<file path="config.mk">
export PLATFORM = sky130hd
export DESIGN_NAME = load_store_unit_flat
export DESIGN_NICKNAME = d
export VERILOG_FILES = /design/src/rtl/mem_pkg.sv /design/src/rtl/load_store_unit_if.sv /design/src/rtl/lsu_lane_align.sv /design/src/rtl/load_store_unit.sv /design/src/flat_wrapper.sv
export SDC_FILE = /design/constraint.sdc
export NUM_CORES = 1
export LEC_CHECK = 0
export CORE_UTILIZATION = 45
export CTS_CLUSTER_SIZE = 40
export DETAILED_ROUTE_END_ITERATION = 10
export PLACE_DENSITY = 0.81
export RECOVER_POWER = 100
export SLEW_MARGIN = 20
export SYNTH_ARGS = -nofsm -noshare
export SYNTH_HDL_FRONTEND = slang
export SYNTH_SLANG_ARGS = --single-unit
</file>
<file path="constraint.sdc">
create_clock -name clk -period 14.95 [get_ports clk]
set_input_delay 2.99 -clock clk [delete_from_list [all_inputs] [get_ports clk]]
set_output_delay 2.99 -clock clk [all_outputs]
set_load 0.05 [all_outputs]
</file>
<file path="src/rtl/mem_pkg.sv">
// Shared definitions for the load/store unit: widths, funct3 encodings,
// FSM state type and small address/size helpers.
package mem_pkg;

  localparam int unsigned XLEN         = 64;
  localparam int unsigned BYTE_SIZE    = 8;
  localparam int unsigned MEM_STEPS    = XLEN / BYTE_SIZE;
  localparam int unsigned OFFSET_W     = $clog2(MEM_STEPS);
  localparam int unsigned LANE_SHIFT_W = OFFSET_W + $clog2(BYTE_SIZE);

  // RISC-V load/store width encodings; 3'b111 is reserved.
  typedef enum logic [2:0] {
    LSU_B  = 3'b000,
    LSU_H  = 3'b001,
    LSU_W  = 3'b010,
    LSU_D  = 3'b011,
    LSU_BU = 3'b100,
    LSU_HU = 3'b101,
    LSU_WU = 3'b110
  } lsu_funct3_t;

  typedef enum logic [2:0] {
    IDLE,
    RD_ISSUE,
    RD_WAIT,
    WR_ISSUE,
    RESP
  } lsu_state_t;

  // Memory word index for a byte address; memory words are numbered from 1.
  function automatic logic [XLEN-1:0] word_index(input logic [XLEN-1:0] addr);
    return (addr >> OFFSET_W) + XLEN'(1);
  endfunction

  // One bit per byte lane covered by an access of the given size code.
  function automatic logic [MEM_STEPS-1:0] size_mask(input logic [1:0] size_code);
    case (size_code)
      2'b00:   return MEM_STEPS'(8'h01);
      2'b01:   return MEM_STEPS'(8'h03);
      2'b10:   return MEM_STEPS'(8'h0F);
      default: return '1;
    endcase
  endfunction

  // Misaligned offset, reserved funct3, or a zero-extending store.
  function automatic logic access_error(input logic                is_store,
                                        input logic [2:0]          funct3,
                                        input logic [OFFSET_W-1:0] offset);
    logic [OFFSET_W-1:0] align_mask;
    case (funct3[1:0])
      2'b00:   align_mask = OFFSET_W'(0);
      2'b01:   align_mask = OFFSET_W'(1);
      2'b10:   align_mask = OFFSET_W'(3);
      default: align_mask = OFFSET_W'(7);
    endcase
    return (funct3 == 3'b111) || (is_store && funct3[2]) ||
           ((offset & align_mask) != '0);
  endfunction

endpackage

</file>
<file path="src/rtl/load_store_unit_if.sv">
// Request/response handshake plus the data-memory read/write port.
// slave: the load/store unit. master: the requester and memory side.
interface load_store_unit_if;
  import mem_pkg::*;

  logic            req_valid;
  logic            req_ready;
  logic            req_is_store;
  logic [2:0]      req_funct3;
  logic [XLEN-1:0] req_addr;
  logic [XLEN-1:0] req_wdata;

  logic            resp_valid;
  logic            resp_ready;
  logic [XLEN-1:0] resp_rdata;
  logic            resp_error;

  logic            mem_read_enable;
  logic            mem_write_enable;
  logic [XLEN-1:0] mem_read_addr;
  logic [XLEN-1:0] mem_write_addr;
  logic [XLEN-1:0] mem_write_data;
  logic [XLEN-1:0] mem_read_data;

  modport slave (
    input  req_valid, req_is_store, req_funct3, req_addr, req_wdata,
    input  resp_ready, mem_read_data,
    output req_ready, resp_valid, resp_rdata, resp_error,
    output mem_read_enable, mem_write_enable, mem_read_addr,
    output mem_write_addr, mem_write_data
  );

  modport master (
    output req_valid, req_is_store, req_funct3, req_addr, req_wdata,
    output resp_ready, mem_read_data,
    input  req_ready, resp_valid, resp_rdata, resp_error,
    input  mem_read_enable, mem_write_enable, mem_read_addr,
    input  mem_write_addr, mem_write_data
  );

endinterface

</file>
<file path="src/rtl/lsu_lane_align.sv">
// Byte-lane datapath: extracts and extends load data from a memory word,
// and merges sub-doubleword store data into a read word.
module lsu_lane_align
  import mem_pkg::*;
(
  input  logic [XLEN-1:0]     word_i,
  input  logic [OFFSET_W-1:0] offset_i,
  input  logic [2:0]          funct3_i,
  input  logic [XLEN-1:0]     wdata_i,
  output logic [XLEN-1:0]     load_data_o,
  output logic [XLEN-1:0]     merge_word_o
);

  logic [LANE_SHIFT_W-1:0] shamt;
  logic [XLEN-1:0]         shifted;
  logic [XLEN-1:0]         wdata_shifted;
  logic [MEM_STEPS-1:0]    lane_mask;
  logic                    sign_ext;

  assign shamt         = {offset_i, {($clog2(BYTE_SIZE)){1'b0}}};
  assign shifted       = word_i >> shamt;
  assign wdata_shifted = wdata_i << shamt;
  assign lane_mask     = size_mask(funct3_i[1:0]) << offset_i;
  assign sign_ext      = ~funct3_i[2];

  // Truncate the shifted word to the access size, then sign/zero extend.
  always_comb begin
    load_data_o = shifted;
    case (funct3_i[1:0])
      2'b00:   load_data_o = {{(XLEN-8){sign_ext & shifted[7]}},  shifted[7:0]};
      2'b01:   load_data_o = {{(XLEN-16){sign_ext & shifted[15]}}, shifted[15:0]};
      2'b10:   load_data_o = {{(XLEN-32){sign_ext & shifted[31]}}, shifted[31:0]};
      default: load_data_o = shifted;
    endcase
  end

  // Replace only the addressed lanes; every other lane keeps the read value.
  always_comb begin
    merge_word_o = word_i;
    for (int i = 0; i < MEM_STEPS; i++) begin
      if (lane_mask[i]) begin
        merge_word_o[i*BYTE_SIZE +: BYTE_SIZE] = wdata_shifted[i*BYTE_SIZE +: BYTE_SIZE];
      end
    end
  end

endmodule

</file>
<file path="src/rtl/load_store_unit.sv">
// Load/store unit: accepts one request at a time, drives the doubleword
// memory port (with read-modify-write for narrow stores) and returns one
// response per request.
module load_store_unit
  import mem_pkg::*;
#(
  parameter int unsigned READ_LATENCY = 1
) (
  input  logic              clk,
  input  logic              rst,
  load_store_unit_if.slave  bus
);

  lsu_state_t          state_q, state_d;
  logic [1:0]          cnt_q, cnt_d;
  logic                is_store_q, is_store_d;
  logic [2:0]          funct3_q, funct3_d;
  logic [OFFSET_W-1:0] offset_q, offset_d;
  logic [XLEN-1:0]     word_idx_q, word_idx_d;
  logic [XLEN-1:0]     wdata_q, wdata_d;
  logic [XLEN-1:0]     rdata_q, rdata_d;
  logic                error_q, error_d;

  logic [XLEN-1:0]     load_data;
  logic [XLEN-1:0]     merge_word;
  logic                req_err;

  localparam logic [1:0] LAST_WAIT = 2'(READ_LATENCY - 1);

  lsu_lane_align u_align (
    .word_i       (bus.mem_read_data),
    .offset_i     (offset_q),
    .funct3_i     (funct3_q),
    .wdata_i      (wdata_q),
    .load_data_o  (load_data),
    .merge_word_o (merge_word)
  );

  assign req_err = access_error(bus.req_is_store, bus.req_funct3,
                                bus.req_addr[OFFSET_W-1:0]);

  // State and request registers.
  always_ff @(posedge clk or posedge rst) begin
    // NOTE: every register, request fields included, is cleared on reset so
    // no stale request (e.g. a half-done read-modify-write) survives it.
    if (rst) begin
      state_q    <= IDLE;
      cnt_q      <= '0;
      is_store_q <= 1'b0;
      funct3_q   <= '0;
      offset_q   <= '0;
      word_idx_q <= '0;
      wdata_q    <= '0;
      rdata_q    <= '0;
      error_q    <= 1'b0;
    end else begin
      // NOTE: non-blocking assignments so every register samples the values
      // from before this edge, regardless of statement order.
      state_q    <= state_d;
      cnt_q      <= cnt_d;
      is_store_q <= is_store_d;
      funct3_q   <= funct3_d;
      offset_q   <= offset_d;
      word_idx_q <= word_idx_d;
      wdata_q    <= wdata_d;
      rdata_q    <= rdata_d;
      error_q    <= error_d;
    end
  end

  // Next-state logic: request capture, read wait, merge and response hold.
  always_comb begin
    // NOTE: every signal written here gets a default first, so no path
    // through the case statement leaves one unassigned and infers a latch.
    state_d    = state_q;
    cnt_d      = cnt_q;
    is_store_d = is_store_q;
    funct3_d   = funct3_q;
    offset_d   = offset_q;
    word_idx_d = word_idx_q;
    wdata_d    = wdata_q;
    rdata_d    = rdata_q;
    error_d    = error_q;

    case (state_q)
      IDLE: begin
        if (bus.req_valid) begin
          is_store_d = bus.req_is_store;
          funct3_d   = bus.req_funct3;
          offset_d   = bus.req_addr[OFFSET_W-1:0];
          word_idx_d = word_index(bus.req_addr);
          wdata_d    = bus.req_wdata;
          rdata_d    = '0;
          cnt_d      = '0;
          error_d    = req_err;
          if (req_err) begin
            state_d = RESP;
          end else if (bus.req_is_store && (bus.req_funct3 == LSU_D)) begin
            state_d = WR_ISSUE;
          end else begin
            state_d = RD_ISSUE;
          end
        end
      end
      RD_ISSUE: begin
        cnt_d   = '0;
        state_d = RD_WAIT;
      end
      RD_WAIT: begin
        if (cnt_q == LAST_WAIT) begin
          if (is_store_q) begin
            wdata_d = merge_word;
            state_d = WR_ISSUE;
          end else begin
            rdata_d = load_data;
            state_d = RESP;
          end
        end else begin
          cnt_d = cnt_q + 2'd1;
        end
      end
      WR_ISSUE: begin
        state_d = RESP;
      end
      RESP: begin
        if (bus.resp_ready) begin
          state_d = IDLE;
        end
      end
      default: begin
        state_d = IDLE;
      end
    endcase
  end

  // Outputs decode straight from the state so strobes last exactly one state.
  assign bus.req_ready        = (state_q == IDLE);
  assign bus.mem_read_enable  = (state_q == RD_ISSUE);
  assign bus.mem_write_enable = (state_q == WR_ISSUE);
  assign bus.mem_read_addr    = bus.mem_read_enable  ? word_idx_q : '0;
  assign bus.mem_write_addr   = bus.mem_write_enable ? word_idx_q : '0;
  assign bus.mem_write_data   = bus.mem_write_enable ? wdata_q    : '0;
  assign bus.resp_valid       = (state_q == RESP);
  assign bus.resp_rdata       = bus.resp_valid ? rdata_q : '0;
  assign bus.resp_error       = bus.resp_valid & error_q;

endmodule

</file>
<file path="src/flat_wrapper.sv">
// flat-port wrapper written by rule: the top's interface ports become plain ports
module load_store_unit_flat import mem_pkg::*;
#(
  parameter int unsigned READ_LATENCY = 1
)
  (clk, rst, bus_req_valid, bus_req_is_store, bus_req_funct3, bus_req_addr, bus_req_wdata, bus_resp_ready, bus_mem_read_data, bus_req_ready, bus_resp_valid, bus_resp_rdata, bus_resp_error, bus_mem_read_enable, bus_mem_write_enable, bus_mem_read_addr, bus_mem_write_addr, bus_mem_write_data);
  load_store_unit_if bus_i ();
  input  logic clk;
  input  logic rst;
  input wire logic [$bits(bus_i.req_valid)-1:0] bus_req_valid;
  input wire logic [$bits(bus_i.req_is_store)-1:0] bus_req_is_store;
  input wire logic [$bits(bus_i.req_funct3)-1:0] bus_req_funct3;
  input wire logic [$bits(bus_i.req_addr)-1:0] bus_req_addr;
  input wire logic [$bits(bus_i.req_wdata)-1:0] bus_req_wdata;
  input wire logic [$bits(bus_i.resp_ready)-1:0] bus_resp_ready;
  input wire logic [$bits(bus_i.mem_read_data)-1:0] bus_mem_read_data;
  output wire logic [$bits(bus_i.req_ready)-1:0] bus_req_ready;
  output wire logic [$bits(bus_i.resp_valid)-1:0] bus_resp_valid;
  output wire logic [$bits(bus_i.resp_rdata)-1:0] bus_resp_rdata;
  output wire logic [$bits(bus_i.resp_error)-1:0] bus_resp_error;
  output wire logic [$bits(bus_i.mem_read_enable)-1:0] bus_mem_read_enable;
  output wire logic [$bits(bus_i.mem_write_enable)-1:0] bus_mem_write_enable;
  output wire logic [$bits(bus_i.mem_read_addr)-1:0] bus_mem_read_addr;
  output wire logic [$bits(bus_i.mem_write_addr)-1:0] bus_mem_write_addr;
  output wire logic [$bits(bus_i.mem_write_data)-1:0] bus_mem_write_data;
  assign bus_i.req_valid = bus_req_valid;
  assign bus_i.req_is_store = bus_req_is_store;
  assign bus_i.req_funct3 = bus_req_funct3;
  assign bus_i.req_addr = bus_req_addr;
  assign bus_i.req_wdata = bus_req_wdata;
  assign bus_i.resp_ready = bus_resp_ready;
  assign bus_i.mem_read_data = bus_mem_read_data;
  assign bus_req_ready = bus_i.req_ready;
  assign bus_resp_valid = bus_i.resp_valid;
  assign bus_resp_rdata = bus_i.resp_rdata;
  assign bus_resp_error = bus_i.resp_error;
  assign bus_mem_read_enable = bus_i.mem_read_enable;
  assign bus_mem_write_enable = bus_i.mem_write_enable;
  assign bus_mem_read_addr = bus_i.mem_read_addr;
  assign bus_mem_write_addr = bus_i.mem_write_addr;
  assign bus_mem_write_data = bus_i.mem_write_data;
  load_store_unit #(.READ_LATENCY(READ_LATENCY)) u_core (.clk(clk), .rst(rst), .bus(bus_i));
endmodule
</file>
======== Word level (Yosys, flattened, before mapping) ========
Index checks and enable logic that the tools add are counted.
word-level totals
  register bits ........................... 205
  input port bits ......................... 200
  output and inout port bits .............. 261
cells by class
  add/sub/neg operators ................... 2
  equal/unequal tests ..................... 16
  shift-type cells ........................ 3
  multiplexer cells ....................... 33
  bitwise gates (word level) .............. 6
  reductions and logical operators ........ 16
operator list
  cell                                                                   count
  64-bit 2-to-1 mux                                                      10
  64-bit one-hot mux with 2 select lines                                 2
  64-bit one-hot mux with 3 select lines                                 1
  8-bit 2-to-1 mux                                                       8
  64-bit by 6-bit << shifter with 64-bit output                          1
  64-bit by 6-bit right shift with 64-bit output                         1
  61-bit by 1-bit adder with 62-bit output, second input constant        1
  8-bit one-hot mux with 3 select lines                                  1
  3-bit 2-to-1 mux                                                       5
  3-bit one-hot mux with 5 select lines                                  1
  3-bit by 2-bit equality test with 1-bit output, second input constant  3
  3-bit one-hot mux with 3 select lines                                  1
  2-bit != test, second input constant                                   4
  4-bit AND reduction                                                    2
  8-bit by 3-bit << shifter with 8-bit output                            1
  3-bit equality test, second input constant                             2
  2-bit logical NOT                                                      3
  2-bit 2-to-1 mux                                                       3
  2-bit one-hot mux with 3 select lines                                  1
  3-bit AND reduction                                                    2
  3-bit nonzero test                                                     2
  1-bit bitwise AND                                                      4
  2-bit by 1-bit equality test with 1-bit output, second input constant  2
  2-bit equality test, second input constant                             2
  10 further kinds                                                       13

======== Longest topological paths before layout ========
Gate-level depths: netlist (run 1).
  word-level depth ........................ 8
  depth in mapped cells ................... 10
  mapped depth without buffers ............ 7

======== Hierarchy ========
A second synthesis (run 1) with hierarchy kept.
second synthesis, totals
  cells, all modules ...................... 1913
  area total of the unflattened synthesis .. 15942.8 µm²
modules (own cells, without submodules)
  module           instances  cells an instance  area each (µm²)  seq. area each (µm²)
  load_store_unit  1          1208               11248.3          5079.9
  lsu_lane_align   1          705                4694.5           0.0

======== Worst setup path before layout (run 1) ========
No wires, ideal clock.
  kind .................................... register -> output
  from .................................... register u_core.state_q[0]
  to ...................................... output bus_mem_read_addr[52]
  arrival time ............................ 2.291 ns
  data required time ...................... 11.960 ns
  slack ................................... 9.669 ns
  cell stages (with the launch flop) ...... 5
  buffers on the path ..................... 2
  path through ............................ dfrtp_1 clkbuf_1 nor3b_1 clkbuf_1 and2_1
between the ends
  cells in the longest elaborated chain, start to end .. 2
RTL lines
  what                                            line                    source
  start, declared                                 load_store_unit.sv:14   lsu_state_t state_q, state_d;
  start signal, assigned                          load_store_unit.sv:59   state_q <= state_d;
  3-bit by 1-bit equality test with 1-bit output  load_store_unit.sv:138  assign bus.mem_read_enable = (state_q == RD_ISSUE);
  via bus_mem_read_enable                         flat_wrapper.sv:21      output wire logic [$bits(bus_i.mem_read_enable)-1:0] bus_mem_read_enable;
  64-bit 2-to-1 mux                               load_store_unit.sv:140  assign bus.mem_read_addr = bus.mem_read_enable ? word_idx_q : '0;
  end, declared                                   flat_wrapper.sv:23      output wire logic [$bits(bus_i.mem_read_addr)-1:0] bus_mem_read_addr;
The timed path passes the listed nets, and every way through them passes these cells.

==> impl_metrics.ini, run 1 <==
[global_route]
overflow = 0
grt_pass1_vias = 15700
grt_first_pass_wirelength_mm = 93.3
antenna_found_initial = 8
track_usage = 0.344
grt_max_degree = 128

[timing]
tightestPinTransition_ns = 5.94
grt_setup_unrepaired = no
worst_hold_slack_ns = 0.471
finClkSkew_ns = 0.0158
min_period_over_period = 0.494
slew_headroom = -2.98
fin_crit_ns = 7.39
tns_ns = 0
hold_violations = 0
fmax_ghz = 0.135
maxSlewViolCount = 613
setup_viol = 0

[synth]
synth_warnings = 0
synthArstFlopShare = 1.00
synthTopCellsByArea = dfrtp_1 33%, and2_1 11%, mux4_2 7.1%
synthTopCellsByCount = 268 x and2_1, 263 x nand2_1, 203 x dfrtp_1, 93 x nor2_1, 88 x clkbuf_1
synth_top_flop_cell = dfrtp_1
synth_top_cell_by_area = dfrtp_1
yosys.cell_types.count = 77
seq_area_frac_synth = 0.326
synth.top_cell.area_share = 0.326
syn-cell-area_sq_um = 15600
synth_edf_count = 0
ys_ff_latch = 203
yosysMostFrequentCell = and2_1
avgSynthCellArea_sq_um = 8.66
synth_cells = 1802

[worst_setup_path]
path_depth = 2
cp_top_family = buffers and inverters
crit_type = in -> async
worstReg2RegStart = u_core.state_q[0]$_DFFE_PP0P_
rr_worst_depth = 4
r2r-end = u_core.word_idx_q[29]$_DFFE_PP0P_
crit_fanout = 127
max_stage_delay_ns = 3.30
crit_required_ns = 14.49
rrSetupSlack_ns = 10.72
crit_path_cell_trace = dlygate4sd3_1, clkinvlp_2
crit_buf_inv = 2
crit_slowest_cell = clkinvlp_2
critPathCaptureType = async pin
crit_path_start_kind = primary input
arrival_ns = 6.93

[finish]
multi_input_area_sq_um = 9620
n_fill_cell = 2859
syn_to_final_growth_pct = 33.7
seq_area_sq_um = 5090
layout-drive-gt1-share = 0.0796
nets = 2347

[cts]
clock_path_buffers = 3
numCtsBuffers = 24
clock-sinks = 203
path_clk_slew_ns = 0.05
cts-hold-fix-buffers = 0
h-tree-depth = 1
root_buffer = clkbuf_16
cts_setup_buffers = 0
tritoncts = yes
clock_latency_ns = 0.54
cts_resized = 0

[detailed_routing]
wl_mm = 62.4
drc_errors = 0
first_pass_iters = 8
first_iter_violations = 1763
vias = 16300
vias_per_cell = 6.23
wl_per_cell_microns = 23.9
final_antenna_net_count = 0

[die]
dieArea_sq_um = 35400
fp.dieW_microns = 188
start_util = 0.462
coreArea_sq_um = 33800
row_count = 67
die_h_microns = 188
ios = 461

[min_path]
min_path_cells = 2
hp-class = reg -> reg
whs_endpoint = u_core.wdata_q[63]$_DFFE_PP0P_
min_from = u_core.wdata_q[63]$_DFFE_PP0P_

[status]
violations = max-capacitance violations, max-slew violations
status = finished, violations left

[power]
power_density_nw_per_um2 = 181
vdd_ir_drop_max_mv = 0.153
p_leak_uw = 0.00920

[placement]
gp_congestion = 1.03
hpwl_mm = 45.8
port_buffers = 456

[run]
max_cap_viol_count = 10
-- metal layers --
metal / global-route usage / wire length [microns] / vias up / part of all wire
li1: - / - / 7135 / -
met1: 0.421 / 22300 / 7770 / 0.36
met2: 0.574 / 29100 / 1133 / 0.47
met3: 0.0589 / 6820 / 232 / 0.11
met4: 0.192 / 4200 / 2 / 0.067
met5: 0 / 13 / - / 0.00021
-- cells in the final DEF, fill, tap and decap left out, types with 32 or more instances in the layout --
| cell | netlist | final |
|---|---|---|
| a211oi_1 | 47 | 47 |
| a21oi_1 | 68 | 68 |
| a31oi_1 | 32 | 32 |
| and2_1 | 268 | 268 |
| clkdlybuf4s50_1 | 0 | 198 |
| dfrtp_1 | 203 | 201 |
| dlygate4sd3_1 | 0 | 258 |
| mux2_2 | 39 | 39 |
| mux2i_1 | 67 | 67 |
| mux4_2 | 49 | 49 |
| nand2_1 | 263 | 263 |
| nand3_1 | 40 | 40 |
| nor2_1 | 93 | 93 |
| o211ai_1 | 35 | 35 |
| o21ai_0 | 70 | 100 |
-- worst max-delay path by stage --
stage / startpoint / to
after global routing: rst / u_core.wdata_q[60]$_DFFE_PP0P_
after floorplan: rst / u_core.cnt_q[0]$_DFFE_PP0P_
after detailed placement: bus_req_addr[10] / u_core.word_idx_q[51]$_DFFE_PP0P_
after CTS: u_core.state_q[2]$_DFFE_PP0P_ / bus_mem_write_data[25]
after global placement: bus_req_addr[10] / u_core.word_idx_q[51]$_DFFE_PP0P_
final: rst / u_core.wdata_q[60]$_DFFE_PP0P_
-- power breakdown --
part	internal [uW]	switching, uW	total (uW)	leakage, uW
sequential	802	364	1170	0.00254
clock	368	246	614	0.000401
combinational	783	1210	2000	0.00626
total	1950	1820	3780	0.00920
-- registers in the layout, summed over array words and instances (netlist names) --
signal,flops
u_core.funct3_q,3
u_core.word_idx_q,62
u_core.rdata_q,64
u_core.wdata_q,64
u_core.offset_q,3
u_core.cnt_q,2
u_core.state_q,3
u_core.is_store_q,1
u_core.error_q,1
-- cell type report --
class,instances,area share
Antenna cell,4,0.000480
Multi-Input combinational cell,1421,0.461
Clock buffer,36,0.0348
Inverter,22,0.00408
Timing Repair Buffer,473,0.225
Tap cell,448,0.0269
Clock inverter,6,0.00402
Sequential cell,203,0.244
-- stage by stage --
| step | setup WS [ns] | instance area (sq um) | util | power [uW] | std cells |
|---|---|---|---|---|---|
| final | 7.56 | 20900 | 0.617 | 3780 | 2613 |
| after global routing | 6.76 | 20900 | 0.617 | 3950 | 2613 |
| after CTS | 8.58 | 21000 | 0.621 | 3760 | 2608 |
| after detailed placement | 8.23 | 20200 | 0.597 | 3140 | 2566 |
| after global placement | 8.42 | 20200 | 0.597 | 3080 | 2566 |
| after floorplan | 6.42 | 15600 | - | 2520 | 1805 |
-- cells by family after synthesis --
family | after synthesis | share of synthesized area
and+or+nand+nor | 809 | 0.272
other | 1 | 0.000240
buffers and inverters | 181 | 0.0540
muxes | 156 | 0.143
adders and majority gates | 2 | 0.00160
AOI/OAI and AO/OA | 416 | 0.185
xor gates and xnor gates | 34 | 0.0191
DFF | 203 | 0.326
(Power assumes the default switching activity.)
==> inputs of run 2 (changes only) <==
Clock period 14.95 ns to 7.7 ns, I/O delays scaled along.
==> impl_metrics.ini, run 2 (synthesis gave the netlist of run 1 again) <==
[global_route]
grt_pass1_vias = 15200
grt_max_degree = 141
track_usage = 0.335
overflow = 0
grt_use_met3 = 0.0622
antenna_found_initial = 6
met1_usage = 0.410
met2_usage = 0.551
grt_first_pass_wirelength_mm = 91.2
top_usage_layer = met2

[finish]
instances_no_fill = 2612
layout-drive-gt1-share = 0.0750
final_cell_mix = 268 x and2_1, 263 x nand2_1, 258 x dlygate4sd3_1, 202 x dfrtp_1, 198 x clkdlybuf4s50_1
largestRegisters = u_core.rdata_q: 64 flops, u_core.wdata_q: 64 flops, u_core.word_idx_q: 62 flops
nets = 2346
syn_to_final_growth_pct = 33.2
layout_commonest_cell = and2_1

[timing]
fmax_ghz = 0.173
tightestPinTransition_ns = 3.15
maxSlewViolCount = 688
tns_ns = 0
slew_headroom = -1.10
grt_setup_unrepaired = no
setup_viol = 0
finClkSkew_ns = 0.0134
min_period_over_period = 0.752
hold_violations = 0
fin_crit_ns = 5.79

[worst_setup_path]
crit_buf_inv = 2
critPathCaptureType = output pin
crit_type = reg -> out
crit_path_start_kind = flip-flop
rrSetupSlack_ns = 2.27
r2r-end = u_core.wdata_q[44]$_DFFE_PP0P_
crit_fanout = 63
crit_slowest_cell = clkbuf_1
startpoint = u_core.state_q[0]$_DFFE_PP0P_
path_depth = 4
max_stage_delay_ns = 1.64
worstReg2RegStart = u_core.offset_q[1]$_DFFE_PP0P_
arrival_ns = 4.25
crit_path_cell_trace = nor3b_2, clkbuf_1, and2_1, dlygate4sd3_1
cp_top_family = buffers and inverters
rr_worst_depth = 6
crit_end = bus_mem_read_addr[34]
crit_required_ns = 6.16

[die]
fp.dieW_microns = 188
row_count = 67
ios = 461
start_util = 0.462
die_h_microns = 188
dieArea_sq_um = 35400
coreArea_sq_um = 33800

[placement]
port_buffers = 456
placedCellCount = 2566
gp_congestion = 1.02
hpwl_mm = 45.4

[status]
violations = max-capacitance violations, max-slew violations
status = finished, violations left

[power]
pwr-share-clk = 0.160
p_switching_uw = 3500
p_sw_frac = 0.483
p_leak_uw = 0.00918
combPwrFrac = 0.528
power_density_nw_per_um2 = 348
internal-power_uw = 3740
vdd_ir_drop_max_mv = 0.302
seqPwrFrac = 0.312

[cts]
h-tree-depth = 1
tritoncts = yes
cts_resized = 0
path_clk_slew_ns = 0.06
clock_path_buffers = 3
clock_latency_ns = 0.53
numCtsBuffers = 23
clock-sinks = 203
cts-hold-fix-buffers = 0
root_buffer = clkbuf_16
cts_setup_buffers = 0

[min_path]
min_from = u_core.error_q$_DFFE_PP0P_
hp-class = reg -> reg

[detailed_routing]
final_antenna_net_count = 0
vias_per_cell = 6.18
wl_mm = 61.4
drc_errors = 0
first_pass_iters = 6
wl_per_cell_microns = 23.5
vias = 16100
first_iter_violations = 1713

[run]
max_cap_viol_count = 14
[run 2: power by group through the flow]
stage / sequential [uW] / clock, uW / combinational, uW
2_1_floorplan: 1820 / 0 / 3070
3_3_place_gp: 2210 / 0 / 3770
3_5_place_dp: 2230 / 0 / 3860
4_1_cts: 2220 / 1170 / 3870
5_1_grt: 2290 / 1220 / 4090
6_report: 2260 / 1160 / 3830
[run 2: per-stage QoR]
stage | total power, uW | util | area, sq um | setup WS, ns | hold slack, ns
global route | 7600 | 0.615 | 20800 | 1.61 | 0.492
floorplan | 4890 | - | 15600 | 0.621 | 0.438
global placement | 5980 | 0.597 | 20200 | 2.62 | 0.455
detailed placement | 6090 | 0.597 | 20200 | 2.48 | 0.461
finish | 7240 | 0.615 | 20800 | 1.91 | 0.472
CTS | 7260 | 0.620 | 20900 | 2.82 | 0.475
[run 2: worst min-delay path: stages (launching register included)]
cell,delay (ns)
dfrtp_1,0.34
nand2_1,0.04
o21ai_0,0.06
[run 2: worst min-delay path by stage]
stage	to	slack (ns)	cells after the start
after global placement	u_core.rdata_q[5]$_DFFE_PP0P_	0.45	2
after floorplan	u_core.rdata_q[15]$_DFFE_PP0P_	0.44	2
after global routing	u_core.rdata_q[36]$_DFFE_PP0P_	0.49	2
after CTS	u_core.rdata_q[36]$_DFFE_PP0P_	0.47	2
after detailed placement	u_core.rdata_q[36]$_DFFE_PP0P_	0.46	2
final	u_core.error_q$_DFFE_PP0P_	0.47	2
[run 2: layout make-up]
| type | instances | area [sq um] |
|---|---|---|
| Antenna cell | 5 | 12.5 |
| Clock buffer | 29 | 628 |
| Clock inverter | 11 | 146 |
| Fill cell | 2843 | 13000 |
| Inverter | 22 | 87.6 |
| Multi-Input combinational cell | 1421 | 9590 |
| Sequential cell | 203 | 5080 |
| Tap cell | 448 | 561 |
| Timing Repair Buffer | 473 | 4680 |
[run 2: layer usage]
layer  routed length (microns)  vias to the layer above  share of wire
li1                          -                     7137              -
met1                     22200                     7702           0.36
met2                     28600                     1083           0.47
met3                      6540                      214           0.11
met4                      4030                        2          0.066
met5                        10                        -        0.00016
